$ cat src/rtl/i2c_master_byte.sv
// Single-master I2C byte controller: START, address + R/W, address ACK, one
// data byte, data ACK, STOP, one transaction per start/done handshake.
module i2c_master_byte #(
  parameter int CLK_DIV = 4
) (
  input  logic       clk,
  input  logic       rst_,
  input  logic       start,
  input  logic       rw,
  input  logic [6:0] addr,
  input  logic [7:0] wdata,
  input  logic       sda_in,
  output logic       busy,
  output logic       done,
  output logic       ack_err,
  output logic [7:0] rdata,
  output logic       scl_out,
  output logic       sda_out,
  output logic       sda_oe
);

  localparam int DIV_W = (CLK_DIV > 1) ? $clog2(CLK_DIV) : 1;
  localparam logic [DIV_W-1:0] DIV_LAST = DIV_W'(CLK_DIV - 1);

  typedef enum logic [2:0] {
    IDLE, START, ADDR, ADDR_ACK, DATA, DATA_ACK, STOP
  } state_t;

  state_t           state, state_nxt;
  logic [DIV_W-1:0] div_cnt;
  logic [1:0]       quarter;
  logic [2:0]       bit_cnt;
  logic             armed;
  logic [6:0]       addr_q;
  logic             rw_q;
  logic [7:0]       wdata_q;
  logic             sda_sample;
  logic [7:0]       addr_byte;
  logic             quarter_end, slot_end, sample_now, accept;

  assign quarter_end = (div_cnt == DIV_LAST);
  assign slot_end    = quarter_end && (quarter == 2'd3);
  assign sample_now  = quarter_end && (quarter == 2'd2);
  // armed blocks a start that coincides with the first edge after reset release
  assign accept      = (state == IDLE) && start && armed;
  assign busy        = (state != IDLE);
  assign addr_byte   = {addr_q, rw_q};

  // NOTE: sequential state uses non-blocking assignments so every flop samples
  // pre-edge values regardless of process evaluation order.
  always_ff @(posedge clk or negedge rst_) begin
    if (!rst_) state <= IDLE;
    else       state <= state_nxt;
  end

  always_comb begin
    state_nxt = state;
    unique case (state)
      IDLE:     if (accept) state_nxt = START;
      START:    if (slot_end) state_nxt = ADDR;
      ADDR:     if (slot_end && bit_cnt == 3'd7) state_nxt = ADDR_ACK;
      ADDR_ACK: if (slot_end) state_nxt = sda_sample ? STOP : DATA;
      DATA:     if (slot_end && bit_cnt == 3'd7) state_nxt = DATA_ACK;
      DATA_ACK: if (slot_end) state_nxt = STOP;
      STOP:     if (slot_end) state_nxt = IDLE;
      default:  state_nxt = IDLE;
    endcase
  end

  // Timebase runs only inside a transaction, so it is back at zero in IDLE.
  always_ff @(posedge clk or negedge rst_) begin
    if (!rst_) begin
      div_cnt <= '0;
      quarter <= 2'd0;
      bit_cnt <= 3'd0;
    end else if (state != IDLE) begin
      div_cnt <= quarter_end ? '0 : div_cnt + DIV_W'(1);
      if (quarter_end) quarter <= quarter + 2'd1;
      if (slot_end && (state == ADDR || state == DATA)) bit_cnt <= bit_cnt + 3'd1;
    end
  end

  // NOTE: the request latches are reset along with the control flops; they are
  // only a few bits wide and a defined value keeps the bus outputs X-free.
  always_ff @(posedge clk or negedge rst_) begin
    if (!rst_) begin
      armed      <= 1'b0;
      addr_q     <= 7'h00;
      rw_q       <= 1'b0;
      wdata_q    <= 8'h00;
      sda_sample <= 1'b1;
      rdata      <= 8'h00;
      ack_err    <= 1'b0;
      done       <= 1'b0;
    end else begin
      armed <= 1'b1;
      done  <= (state == STOP) && slot_end;
      if (accept) begin
        addr_q  <= addr;
        rw_q    <= rw;
        wdata_q <= wdata;
        ack_err <= 1'b0;
      end
      if (sample_now) begin
        sda_sample <= sda_in;
        if (state == DATA && rw_q) rdata <= {rdata[6:0], sda_in};
      end
      if (slot_end && sda_sample &&
          (state == ADDR_ACK || (state == DATA_ACK && !rw_q)))
        ack_err <= 1'b1;
    end
  end

  // NOTE: defaults first so every path assigns every output and no latch forms.
  always_comb begin
    scl_out = 1'b1;
    sda_out = 1'b1;
    sda_oe  = 1'b0;
    unique case (state)
      START: begin
        sda_oe  = 1'b1;
        sda_out = ~quarter[1];
      end
      ADDR: begin
        scl_out = quarter[1];
        sda_oe  = 1'b1;
        sda_out = addr_byte[~bit_cnt];
      end
      ADDR_ACK: scl_out = quarter[1];
      DATA: begin
        scl_out = quarter[1];
        sda_oe  = ~rw_q;
        sda_out = rw_q | wdata_q[~bit_cnt];
      end
      DATA_ACK: begin
        // a read ends with the master NACKing the byte
        scl_out = quarter[1];
        sda_oe  = rw_q;
      end
      STOP: begin
        scl_out = quarter[1];
        sda_oe  = (quarter != 2'd3);
        sda_out = (quarter == 2'd3);
      end
      default: ;
    endcase
  end

endmodule

$ cat config.mk
export PLATFORM = sky130hd
export DESIGN_NAME = i2c_master_byte
export DESIGN_NICKNAME = d
export VERILOG_FILES = /design/src/rtl/i2c_master_byte.sv
export SDC_FILE = /design/constraint.sdc
export NUM_CORES = 1
export LEC_CHECK = 0
export CAP_MARGIN = 20
export CORE_MARGIN = 2
export CORE_UTILIZATION = 29
export CTS_CLUSTER_DIAMETER = 120
export DETAILED_ROUTE_END_ITERATION = 10
export GPL_ROUTABILITY_DRIVEN = 0
export SYNTH_ARGS = -nofsm -noshare
export SYNTH_HDL_FRONTEND = slang
export SYNTH_SLANG_ARGS = --single-unit
$ cat constraint.sdc
create_clock -name clk -period 2.15 [get_ports clk]
set_input_delay 0.43 -clock clk [delete_from_list [all_inputs] [get_ports clk]]
set_output_delay 0.43 -clock clk [all_outputs]
set_load 0.03 [all_outputs]
## After elaboration in Yosys (flattened, before gate mapping)

Cells that the tools add are included.

- Add/subtract/negate cells: 3
- Magnitude comparators: 1
- Eq/ne operators: 18
- Muxes and demuxes: 19
- Bitwise operators: 4
- Reduce and logical (&&, ||, !) cells: 23

Operator list:

| cell | number |
|---|---|
| 3-bit two-way mux | 7 |
| 3-bit one-hot mux with 7 select lines | 1 |
| 2-bit inequality test, second input constant | 8 |
| 3-bit == test, second input constant | 4 |
| 1-bit logical AND | 11 |
| 1-bit one-hot mux with 4 select lines | 2 |
| 7-bit AND reduction | 1 |
| 1-bit binary-select mux with 3-bit select | 2 |
| 2-bit == test, second input constant | 3 |
| 3-bit by 2-bit == test with 1-bit output, second input constant | 2 |
| 2-bit AND reduction | 3 |
| 1-bit two-way mux | 5 |
| 5-bit OR reduction | 1 |
| 2-bit by 1-bit adder with 2-bit output, second input constant | 2 |
| 3-bit by 4-bit < comparator with 1-bit output, second input constant | 1 |
| 2-bit two-way mux | 2 |
| 3-bit by 1-bit adder with 3-bit output, second input constant | 1 |
| 3-bit by 1-bit == test with 1-bit output, second input constant | 1 |
| 3-bit zero test | 1 |
| 3-bit NOT | 1 |
| 3-bit nonzero test | 1 |
| 1-bit logical OR | 2 |
| 1-bit NOT | 2 |
| 2-bit nonzero test | 1 |
| 3 further kinds | 3 |

- Register bits: 38

## Logic depth before layout (Yosys ltp)

Gate-level depths: netlist (run 1).

- Depth in word-level cells: 5
- Depth in mapped cells: 6
- Mapped depth without buffers: 6

## Worst setup path after synthesis (run 1)

No wires, ideal clock.

- Kind: reg-to-output
- Start point: reg bit_cnt[0]
- End point: out sda_out
- Arrival time: 1.533 ns
- Required time: 1.720 ns
- Slack: 0.187 ns
- Stages on the path, launching flop included: 5
- Path buffers: 1
- Cell sequence: dfrtp_1 -> buf_2 -> mux4_2 -> o211ai_1 -> o2111ai_1

- Longest elaborated chain between the ends: 5

RTL lines:

| element | line | text |
|---|---|---|
| from (decl) | 32 | `logic [2:0] bit_cnt;` |
| from (signal assigned) | 79 | `if (slot_end && (state == ADDR \|\| state == DATA)) bit_cnt <= bit_cnt + 3'd1;` |
| 3-bit NOT (*) | 127, 133 |  |
| 1-bit binary-select mux with 3-bit select | 133 | `sda_out = rw_q \| wdata_q[~bit_cnt];` |
| 1-bit two-way mux (implied by the code) | 133 |  |
| 1-bit bitwise OR | 133 |  |
| 1-bit one-hot mux with 4 select lines (*) | 119 | `unique case (state)` |
| to (decl) | 18 | `output logic sda_out,` |

Mark *: on every way between the ends. The rest lies on a longest branch, timed or not. The select of a mux whose other input is x is not followed.

## Final worst setup path (run 1)

Ends and elaborated chain as after synthesis.

==> reports/summary.md, run 1 <==
* final worst setup slack: -0.0351 ns
* Inst Count DP: 255
* setup_tns: -0.0351 ns
* Critical Setup Path Class: reg -> out
* Final nets: 213
* LEAKAGE: 1.09 nW
* clock latency on the worst-skew pair: 0.28 ns
* Critical Path Sink Type: output pin
* horizontal die dimension: 84.6 µm
* placement row count: 29
* distinct cell type count after synthesis: 37
* final setup fails: 1
* aggregate global-route resource usage: 0.105
* nature of the critical path startpoint: register
* Layout fillers: 659
* Initial Utilization: 0.299
* DRC violation total after the first TritonRoute iteration: 93
* mean area per synthesized cell: 12.9 µm²
* fin. max-slew vios: 0
* result of the run: finished with violations
* vias in the first global route: 1245
* detailed-route wire length: 3520 µm
* number of flops mapped to enable cells by yosys: 0
* floorplan die area: 7160 µm²
* DRT antenna net count: 0
* Vert. Die Dim: 84.6 µm
* sequential element share of the synthesized area: 0.505
* cts bufs inserted: 5
* PnR Total Power: 1.23 mW
* post-synth net total: 171
* Vias/cell: 4.61
* clock tree root driver cell: sky130_fd_sc_hd__clkbuf_8
* total cell area at the placement stage: 2290 µm²
* number of buffers on the longest clock path: 2
* global route overflow: 0
* unrepaired setup endpoints after global routing: yes
* Max IR drop VDD: 361 µV
* maximum clock skew at final layout: 0.00874 ns
* post-placement setup slack: 0.142 ns
* final period demand of the worst path: 2.19 ns
* class of the tightest hold or removal check: in -> async
* pin count of the biggest net entering global routing: 39
* top-level I/O count: 34
* vias: 1222
* number of synthesized register bits: 38
* DP HPWL: 2560 µm
* core region area: 6310 µm²
* power density over the cells: 511 nW/µm²
* cts-stage hold buffer count: 0
* share of post-route cells with drive strength above 1: 0.324
* Layout Area Growth over Synthesis: 27.3%
* share of synthesized registers carrying an async set or reset: 1.00
* clock tree from TritonCTS: done
* post-synthesis cell area: 1890 µm²
* number of inserted diodes: 0
* max capacitance violation total: 0
* drt first pass iters: 4
* final worst-path cycle share: 1.02
* Crit path required time: 1.72 ns
* clock transition at the registers of the reported paths: 0.08 ns
* count of synthesis-stage warnings from yosys: 0
* sinks on the clock net: 38
* post-synthesis cell count: 146
* detail-routed net length per standard cell: 13.3 µm
* final instance area: 2400 µm²
* count of unresolved DRC violations after routing: 0
* Buffers on Ports: 33
* prevailing post-synth register cell: sky130_fd_sc_hd__dfrtp_1
* CTS HTree Levels: 2
* final hold slack: 0.184 ns
* Highest Clock Rate: 0.458 GHz
* final cell count without fillers: 265
* signal arrival time at the worst endpoint: 1.76 ns
* final core utilization: 0.380
* failing checks: negative setup slack
* Final Hold Violating Endpoints: 0
* antenna violations before repair: 0
* wire length of the first global-routing pass: 5910 µm
* Worst Path Max Fanout: 5
==> worst paths after layout <==
path	slack, ns	startpoint	endpoint	cells after the start
hold / removal	0.18	rst_	addr_q[2]	2
hold reg to reg	0.48	div_cnt[1]	div_cnt[1]	2
max in group asynchronous	1.59	rst_	state[0]	2
setup reg to reg	0.32	state[2]	addr_q[6]	6
min in group clk	0.48	div_cnt[1]	div_cnt[1]	2
setup / recovery	-0.04	bit_cnt[0]	sda_out	4
==> registers in the layout (all words and copies together), names as in the netlist <==
signal      cells
rdata           8
wdata_q         8
addr_q          7
bit_cnt         3
state           3
div_cnt         2
quarter         2
ack_err         1
armed           1
done            1
rw_q            1
sda_sample      1
==> cells in the mapped netlist, types with 2 or more instances <==
master | n | area (µm²)
sky130_fd_sc_hd__dfrtp_1 | 37 | 926
sky130_fd_sc_hd__mux2_2 | 19 | 214
sky130_fd_sc_hd__nand2_1 | 16 | 60.1
sky130_fd_sc_hd__mux2_4 | 10 | 150
sky130_fd_sc_hd__o21ai_0 | 8 | 40.0
sky130_fd_sc_hd__nor2_1 | 6 | 22.5
sky130_fd_sc_hd__ha_1 | 5 | 62.6
sky130_fd_sc_hd__nand3_1 | 5 | 25.0
sky130_fd_sc_hd__nand2b_1 | 4 | 25.0
sky130_fd_sc_hd__mux2i_1 | 3 | 30.0
sky130_fd_sc_hd__mux4_2 | 3 | 67.6
sky130_fd_sc_hd__clkbuf_1 | 2 | 7.51
sky130_fd_sc_hd__inv_1 | 2 | 7.51
sky130_fd_sc_hd__nor3_1 | 2 | 10.0
sky130_fd_sc_hd__xnor2_1 | 2 | 17.5
==> report_power, final <==
group          switching (mW)  internal (mW)  leakage (nW)  total [mW]
combinational          0.0214         0.0323         0.550      0.0536
sequential            0.00113          0.717         0.500       0.718
clock                   0.237          0.218        0.0438       0.454
total                   0.259          0.967          1.09        1.23
==> layout by cell type, fill, tap and decap left out, types with 5 or more instances in the layout <==
master | Yosys | layout
sky130_fd_sc_hd__clkdlybuf4s50_1 | 0 | 28
sky130_fd_sc_hd__mux2_2 | 19 | 19
sky130_fd_sc_hd__nand2_1 | 16 | 16
sky130_fd_sc_hd__nor2_1 | 6 | 6
sky130_fd_sc_hd__clkbuf_8 | 0 | 5
sky130_fd_sc_hd__o21ai_0 | 8 | 8
sky130_fd_sc_hd__nand3_1 | 5 | 5
sky130_fd_sc_hd__ha_1 | 5 | 5
sky130_fd_sc_hd__buf_4 | 1 | 10
sky130_fd_sc_hd__mux2_4 | 10 | 10
sky130_fd_sc_hd__dfrtp_1 | 37 | 33
==> metal layers <==
layer  global-route usage  vias to the layer above  share of wire
met2                0.162                       26           0.46
met3               0.0315                        4          0.046
met4               0.0303                        0         0.0082
li1                     -                      598              -
met5                    0                        -              0
met1                0.143                      594           0.48
==> layout make-up <==
type	count	area (µm²)	area share
Sequential cell	38	957	0.399
Inverter	3	11.3	0.00469
Tap cell	77	96.3	0.0401
Clock buffer	5	68.8	0.0287
Timing Repair Buffer	41	385	0.161
Multi-Input combinational cell	99	871	0.363
Clock inverter	2	10.0	0.00417
==> logic make-up after synthesis <==
| group | after synthesis | share of synthesized area |
|---|---|---|
| buf+inv | 9 | 0.0332 |
| fa+ha+maj | 5 | 0.0332 |
| flops | 38 | 0.505 |
| mux | 35 | 0.245 |
| compound gates | 16 | 0.0551 |
| other cells | 1 | 0.00199 |
| simple gates | 39 | 0.113 |
| xor+xnor | 3 | 0.0139 |
==> worst max-delay path, cell delays in order, from the launching register on <==
cell	delay, ns
sky130_fd_sc_hd__dfrtp_2	0.43
sky130_fd_sc_hd__mux4_2	0.51
sky130_fd_sc_hd__o211ai_1	0.17
sky130_fd_sc_hd__o2111ai_1	0.16
sky130_fd_sc_hd__buf_4	0.20
==> timing repair <==
item | 4_1_cts | 5_1_grt
pin swaps | 0 | 1
setup buffers | 1 | 2
gates resized for setup | 4 | 2
endpoints found under the setup margin | 3 | 4
hold endpoints to repair | 0 | 0
No activity file was read; power rests on OpenSTA's default activity.
==> run 2, diff against run 1 <==
- TNS_END_PERCENT: not set -> 20
==> run 2 against run 1 <==
  * The run still ends with negative setup slack left
  * Sequential power about the same
  * Critical endpoint unchanged
  * Largest power group unchanged
  * Fmax increased by 0.13%
  * Worst setup slack improved by 0.0028 ns
  * Utilization decreased by 0.24 points
  * First-iteration DRC count decreased by 44%
==> reports/summary.md, run 2 (synthesized netlist as in run 1, its figures left out) <==
* vias: 1217, -0.41%
* Vias/cell: 4.63, +0.35%
* commonest cells after routing, fill and taps aside: sky130_fd_sc_hd__dfrtp_1, sky130_fd_sc_hd__clkdlybuf4s50_1, sky130_fd_sc_hd__mux2_2
* Final Hold Violating Endpoints: 0, unchanged
* max capacitance violation total: 0, unchanged
* Vert. Die Dim: 84.6 µm, unchanged
* pin count of the biggest net entering global routing: 39, unchanged
* DP HPWL: 2560 µm, unchanged
* final setup fails: 1, unchanged
* cell-by-cell trace of the critical path: mux4_2, o211ai_1, o2111ai_1, buf_4
* CTS HTree Levels: 2, unchanged
* clock group share of total power: 0.370, about the same
* count of unresolved DRC violations after routing: 0, unchanged
* LEAKAGE: 1.08 nW, -1.0%
* placement row count: 29, unchanged
* Crit path required time: 1.72 ns, about the same
* sinks on the clock net: 38, unchanged
* crit-path leading delay family: multiplexers
* net switching power of the design: 259 µW, about the same
* final period demand of the worst path: 2.18 ns, -0.00275 ns
* beginning of the critical path: bit_cnt[0]
* result of the run: finished with violations
* most common cell after layout, fill and taps aside: sky130_fd_sc_hd__dfrtp_1
* detail-routed net length per standard cell: 13.3 µm, +0.10%
* horizontal die dimension: 84.6 µm, unchanged
* wire length of the first global-routing pass: 5910 µm, unchanged
* DRT antenna net count: 0, unchanged
* drt first pass iters: 4, unchanged
* core region area: 6310 µm², unchanged
* Highest Clock Rate: 0.458 GHz, +0.13%
* signal arrival time at the worst endpoint: 1.75 ns, about the same
* class of the tightest hold or removal check: in -> async
* final worst-path cycle share: 1.02, -0.00128
* fin. max-slew vios: 0, unchanged
* Critical Path Sink Type: output pin
* antenna violations before repair: 0, unchanged
* floorplan die area: 7160 µm², unchanged
* vias in the first global route: 1245, unchanged
* share of post-route cells with drive strength above 1: 0.317, -0.00726
* top-level I/O count: 34, unchanged
* power density over the cells: 514 nW/µm², +0.63%
* failing checks: negative setup slack
* detailed-route wire length: 3500 µm, -0.65%
* DRC violation total after the first TritonRoute iteration: 52, -44%
* switching share of total power: 0.211, about the same
* Final nets: 211, -0.94%
* cts bufs inserted: 5, unchanged
* met2 GRT Util: 0.162, unchanged
* register share of total power: 0.586, about the same
* largest registers in the final layout: rdata x8, wdata_q x8, addr_q x7
* met3 capacity usage during global routing: 0.0315, unchanged
* post-placement setup slack: 0.142 ns, unchanged
* maximum clock skew at final layout: 0.00835 ns, -0.000387 ns
* Largest stage delay, worst path: 0.51 ns, about the same
* clock transition at the registers of the reported paths: 0.08 ns, about the same
* met1 GRT Util: 0.143, unchanged
* launch point of the worst reg-to-reg path: state[1]
* Critical-path top delay cell: sky130_fd_sc_hd__mux4_2
* most congested layer reported by global routing: met2
* Worst Path Max Fanout: 5, unchanged
* Max IR drop VDD: 362 µV, +0.35%
* Layout Area Growth over Synthesis: 26.5%
* Buffers on Ports: 33, unchanged
* buffers and inverters on the worst path: 1, unchanged
* unrepaired setup endpoints after global routing: yes
* clock latency on the worst-skew pair: 0.28 ns, about the same
* clock tree from TritonCTS: done
* Critical Setup Path Class: reg -> out
* Initial Utilization: 0.299, unchanged
* global route overflow: 0, unchanged
* final worst setup slack: -0.0323 ns, +0.00275 ns
* number of inserted diodes: 0, unchanged
* nature of the critical path startpoint: register
* internal power: 967 µW, unchanged
* number of buffers on the longest clock path: 2, unchanged
* clock tree root driver cell: sky130_fd_sc_hd__clkbuf_8
* final core utilization: 0.378, -0.00238
* cts-stage hold buffer count: 0, unchanged
* power share of the combinational group: 0.044, about the same
* aggregate global-route resource usage: 0.105, unchanged
[run 2: metal layers]
metal  routed length, µm  share of wire
met3                 169          0.048
met1                1690           0.48
met5                   0              0
met2                1610           0.46
met4                  29         0.0083
[run 2: final timing paths]
| path | to | slack, ns | depth (start not counted) |
|---|---|---|---|
| worst min-delay path | addr_q[2] | 0.18 | 2 |
| max in group asynchronous | state[0] | 1.59 | 2 |
| worst min register to register | div_cnt[1] | 0.48 | 2 |
| min in group clk | div_cnt[1] | 0.48 | 2 |
| worst max-delay path | sda_out | -0.03 | 4 |
| worst max register to register | addr_q[6] | 0.33 | 5 |
[run 2: power by group through the flow]
| stage | sequential [mW] | clock (mW) | combinational [mW] |
|---|---|---|---|
| floorplan | 0.732 | 0 | 0.00440 |
| global placement | 0.732 | 0 | 0.0560 |
| detailed placement | 0.732 | 0 | 0.0562 |
| CTS | 0.718 | 0.471 | 0.0562 |
| global route | 0.718 | 0.509 | 0.0595 |
| finish | 0.718 | 0.454 | 0.0536 |
[run 2: repair_timing]
action / in CTS / in global routing
pin swaps: 0 / 1
gates resized for setup: 4 / 2
endpoints found under the setup margin: 3 / 4
cloned: 0 / 0
setup buffers: 1 / 0
[run 2: area by class of cell]
class | count | area [µm²]
multi-input combinational | 99 | 871
clock inverter | 2 | 10.0
timing repair buffer | 39 | 370
tap | 77 | 96.3
clock buffer | 5 | 68.8
sequential | 38 | 957
inverter | 3 | 11.3
fill | 660 | 3930
[run 2: worst reg2reg max path: cells and delay by family, from the launching register on]
| kind | cells | cell delay, ns |
|---|---|---|
| and+or+nand+nor | 2 | 0.60 |
| buffers and inverters | 2 | 0.22 |
| DFF | 1 | 0.50 |
| muxes | 1 | 0.40 |
[run 2: through the flow]
stage / setup TNS (ns) / cell area (µm²) / power [mW] / cells / hold WS, ns
floorplan: 0 / 1890 / 0.736 / 146 / 0.134
global placement: 0 / 2290 / 0.788 / 255 / 0.458
detailed placement: 0 / 2290 / 0.788 / 255 / 0.474
CTS: -0.0634 / 2380 / 1.24 / 263 / 0.210
global route: -0.192 / 2380 / 1.29 / 263 / 0.229
finish: -0.0323 / 2380 / 1.23 / 263 / 0.184
==> run 3, diff against run 2 <==
- CELL_PAD_IN_SITES_DETAIL_PLACEMENT: not set -> 2
- CELL_PAD_IN_SITES_GLOBAL_PLACEMENT: not set -> 2
- CORE_MARGIN: 2 -> not set
- PLACE_DENSITY_LB_ADDON: not set -> 0.1
==> run 3 against run 2 <==
  * The flow still finishes with violations (negative setup slack)
  * Routed wire length rose by 26%
  * Cell count rose by 0.38%
  * Design area rose by 0.58%
  * First-iteration DRC count fell by 23%
  * Die area fell by 4.7%
  * Via count rose by 4.3%
  * Critical path depth did not move
  * Combinational power rose by 3.7%
  * Clock-buffer cell count rose by 1
  * Largest cell class unchanged
  * Critical endpoint unchanged
  * Largest power group unchanged
  * Worst setup slack got worse by 0.0037 ns
  * Total power rose by 1.2%
  * Highest routed layer unchanged
  * Sequential power barely moved
==> reports/summary.md, run 3 (synthesized netlist as in run 1, its figures left out) <==
* setup_tns: -0.0360 ns, -0.00371 ns
* clock tree root driver cell: sky130_fd_sc_hd__clkbuf_8
* Inst Count DP: 256, +0.39%
* core region area: 6310 µm², unchanged
* max capacitance violation total: 0, unchanged
* Crit path required time: 1.72 ns, about the same
* number of inserted diodes: 0, unchanged
* detailed-route wire length: 4420 µm, +26%
* Final Hold Violating Endpoints: 0, unchanged
* worst reg2reg path depth: 5, unchanged
* Final nets: 212, +0.47%
* failing checks: negative setup slack
* floorplan die area: 6830 µm², -4.7%
* cts bufs inserted: 5, unchanged
* global route overflow: 0, unchanged
* Max IR drop VDD: 222 µV, -39%
* final core utilization: 0.380, +0.00218
* launch point of the worst reg-to-reg path: state[1]
* PnR Total Power: 1.24 mW, +1.2%
* power density over the cells: 517 nW/µm², +0.58%
* DP HPWL: 3420 µm, +34%
* clock tree from TritonCTS: done
* most common cell after layout, fill and taps aside: sky130_fd_sc_hd__dfrtp_1
* Buffers on Ports: 33, unchanged
* fin. max-slew vios: 0, unchanged
* wire length of the first global-routing pass: 7100 µm, +20%
* net switching power of the design: 267 µW, +3.2%
* Critical Path Sink Type: output pin
* vias in the first global route: 1349, +8.4%
* internal power: 973 µW, +0.61%
* aggregate global-route resource usage: 0.147, +0.0418
* final worst-path cycle share: 1.02, +0.00173
* vias: 1269, +4.3%
* terminus of the critical flop-to-flop path: wdata_q[1]
* DRT antenna net count: 0, unchanged
* largest registers in the final layout: rdata x8, wdata_q x8, addr_q x7
* power share of the combinational group: 0.045, about the same
* drt first pass iters: 3, -1
* clock group share of total power: 0.376, +0.006
* Layout Area Growth over Synthesis: 27.2%
* placement row count: 29, unchanged
* Highest Clock Rate: 0.457 GHz, -0.17%
* CTS HTree Levels: 2, unchanged
* wire length on met3: 164 µm, -3.0%
* antenna violations before repair: 0, unchanged
* maximum clock skew at final layout: 0.00605 ns, -0.00230 ns
* final setup fails: 1, unchanged
* share of post-route cells with drive strength above 1: 0.321, +0.00365
* Initial Utilization: 0.299, unchanged
* count of unresolved DRC violations after routing: 0, unchanged
* Critical Setup Path Class: reg -> out
* Worst Path Max Fanout: 5, unchanged
* number of buffers on the longest clock path: 2, unchanged
* commonest cells after routing, fill and taps aside: sky130_fd_sc_hd__dfrtp_1, sky130_fd_sc_hd__clkdlybuf4s50_1, sky130_fd_sc_hd__mux2_2
* pin count of the biggest net entering global routing: 22, -44%
* Vert. Die Dim: 82.6 µm, -2.4%
* DRC violation total after the first TritonRoute iteration: 40, -23%
* beginning of the critical path: bit_cnt[0]
* class of the tightest hold or removal check: in -> async
* top-level I/O count: 34, unchanged
* final hold slack: 0.0836 ns, -0.100 ns
* register share of total power: 0.579, -0.007
* wl on met1: 2040 µm, +21%
* nature of the critical path startpoint: register
* LEAKAGE: 1.07 nW, -1.6%
* unrepaired setup endpoints after global routing: yes
* signal arrival time at the worst endpoint: 1.76 ns, about the same
* highest routing layer actually used: met4
* Detail Route met2 WL: 2170 µm, +34%
* result of the run: finished with violations
* final worst setup slack: -0.0360 ns, -0.00371 ns
* detail-routed net length per standard cell: 16.8 µm, +26%
* sinks on the clock net: 38, unchanged
* register-to-register setup slack: 0.32 ns, about the same
* clock transition at the registers of the reported paths: 0.08 ns, about the same
* final period demand of the worst path: 2.19 ns, +0.00371 ns
* switching share of total power: 0.216, +0.00432
* clock latency on the worst-skew pair: 0.29 ns, about the same
* cts-stage hold buffer count: 0, unchanged
* horizontal die dimension: 82.6 µm, -2.4%
* final cell count without fillers: 264, +0.38%
* Vias/cell: 4.81, +3.9%
==> run 3: changes by cell type in the layout (fill, tap and decap cells not counted), sizes merged <==
cell,previous run,this run
clkinvlp,0,1
dlymetal6s2s,2,0
dlygate4sd2,0,2
clkbuf,5,6
clkinv,2,0
buf,9,10
==> run 3: final cells by class <==
cell class | instances | area, µm²
Timing Repair Buffer | 40 | 374
Clock inverter | 1 | 7.51
Sequential cell | 38 | 956
Fill cell | 680 | 3920
Inverter | 3 | 11.3
Tap cell | 77 | 96.3
Clock buffer | 6 | 72.6
Multi-Input combinational cell | 99 | 881
==> run 3: critical path: stages (launching register included) <==
cell and delay, ns:
sky130_fd_sc_hd__dfrtp_2 0.44, sky130_fd_sc_hd__mux4_2 0.52, sky130_fd_sc_hd__o211ai_1 0.20, sky130_fd_sc_hd__o2111ai_2 0.14, sky130_fd_sc_hd__buf_6 0.17
==> run 3: how the worst max path moves through the flow <==
| stage | cells past startpoint | to |
|---|---|---|
| 2_1_floorplan | 4 | sda_out |
| 3_3_place_gp | 4 | sda_out |
| 3_5_place_dp | 4 | sda_out |
| 4_1_cts | 4 | sda_out |
| 5_1_grt | 4 | sda_out |
| 6_report | 4 | sda_out |
==> run 3: metrics by stage <==
step	setup WS, ns	cell area, µm²
floorplan	0.187	1890
global placement	0.202	2300
detailed placement	0.120	2300
CTS	-0.104	2380
global route	-0.151	2400
finish	-0.0360	2400
==> run 3: per-layer routing <==
layer	vias up	global-route usage
li1	592	-
met1	647	0.187
met2	25	0.240
met3	5	0.0385
met4	0	0.0517
met5	-	0
==> run 3: repair_timing <==
action / 4_1_cts / 5_1_grt
hold endpoints to repair: 0 / 0
gates resized for setup: 5 / 3
setup buffers: 1 / 0
setup endpoints to repair: 4 / 1
==> run 3: power groups by stage <==
| stage | Sequential [mW] | Combinational [mW] | Clock (mW) |
|---|---|---|---|
| after floorplan | 0.732 | 0.00440 | 0 |
| after global placement | 0.732 | 0.0558 | 0 |
| after detailed placement | 0.732 | 0.0579 | 0 |
| after CTS | 0.718 | 0.0579 | 0.491 |
| after global routing | 0.718 | 0.0605 | 0.521 |
| final | 0.718 | 0.0556 | 0.466 |
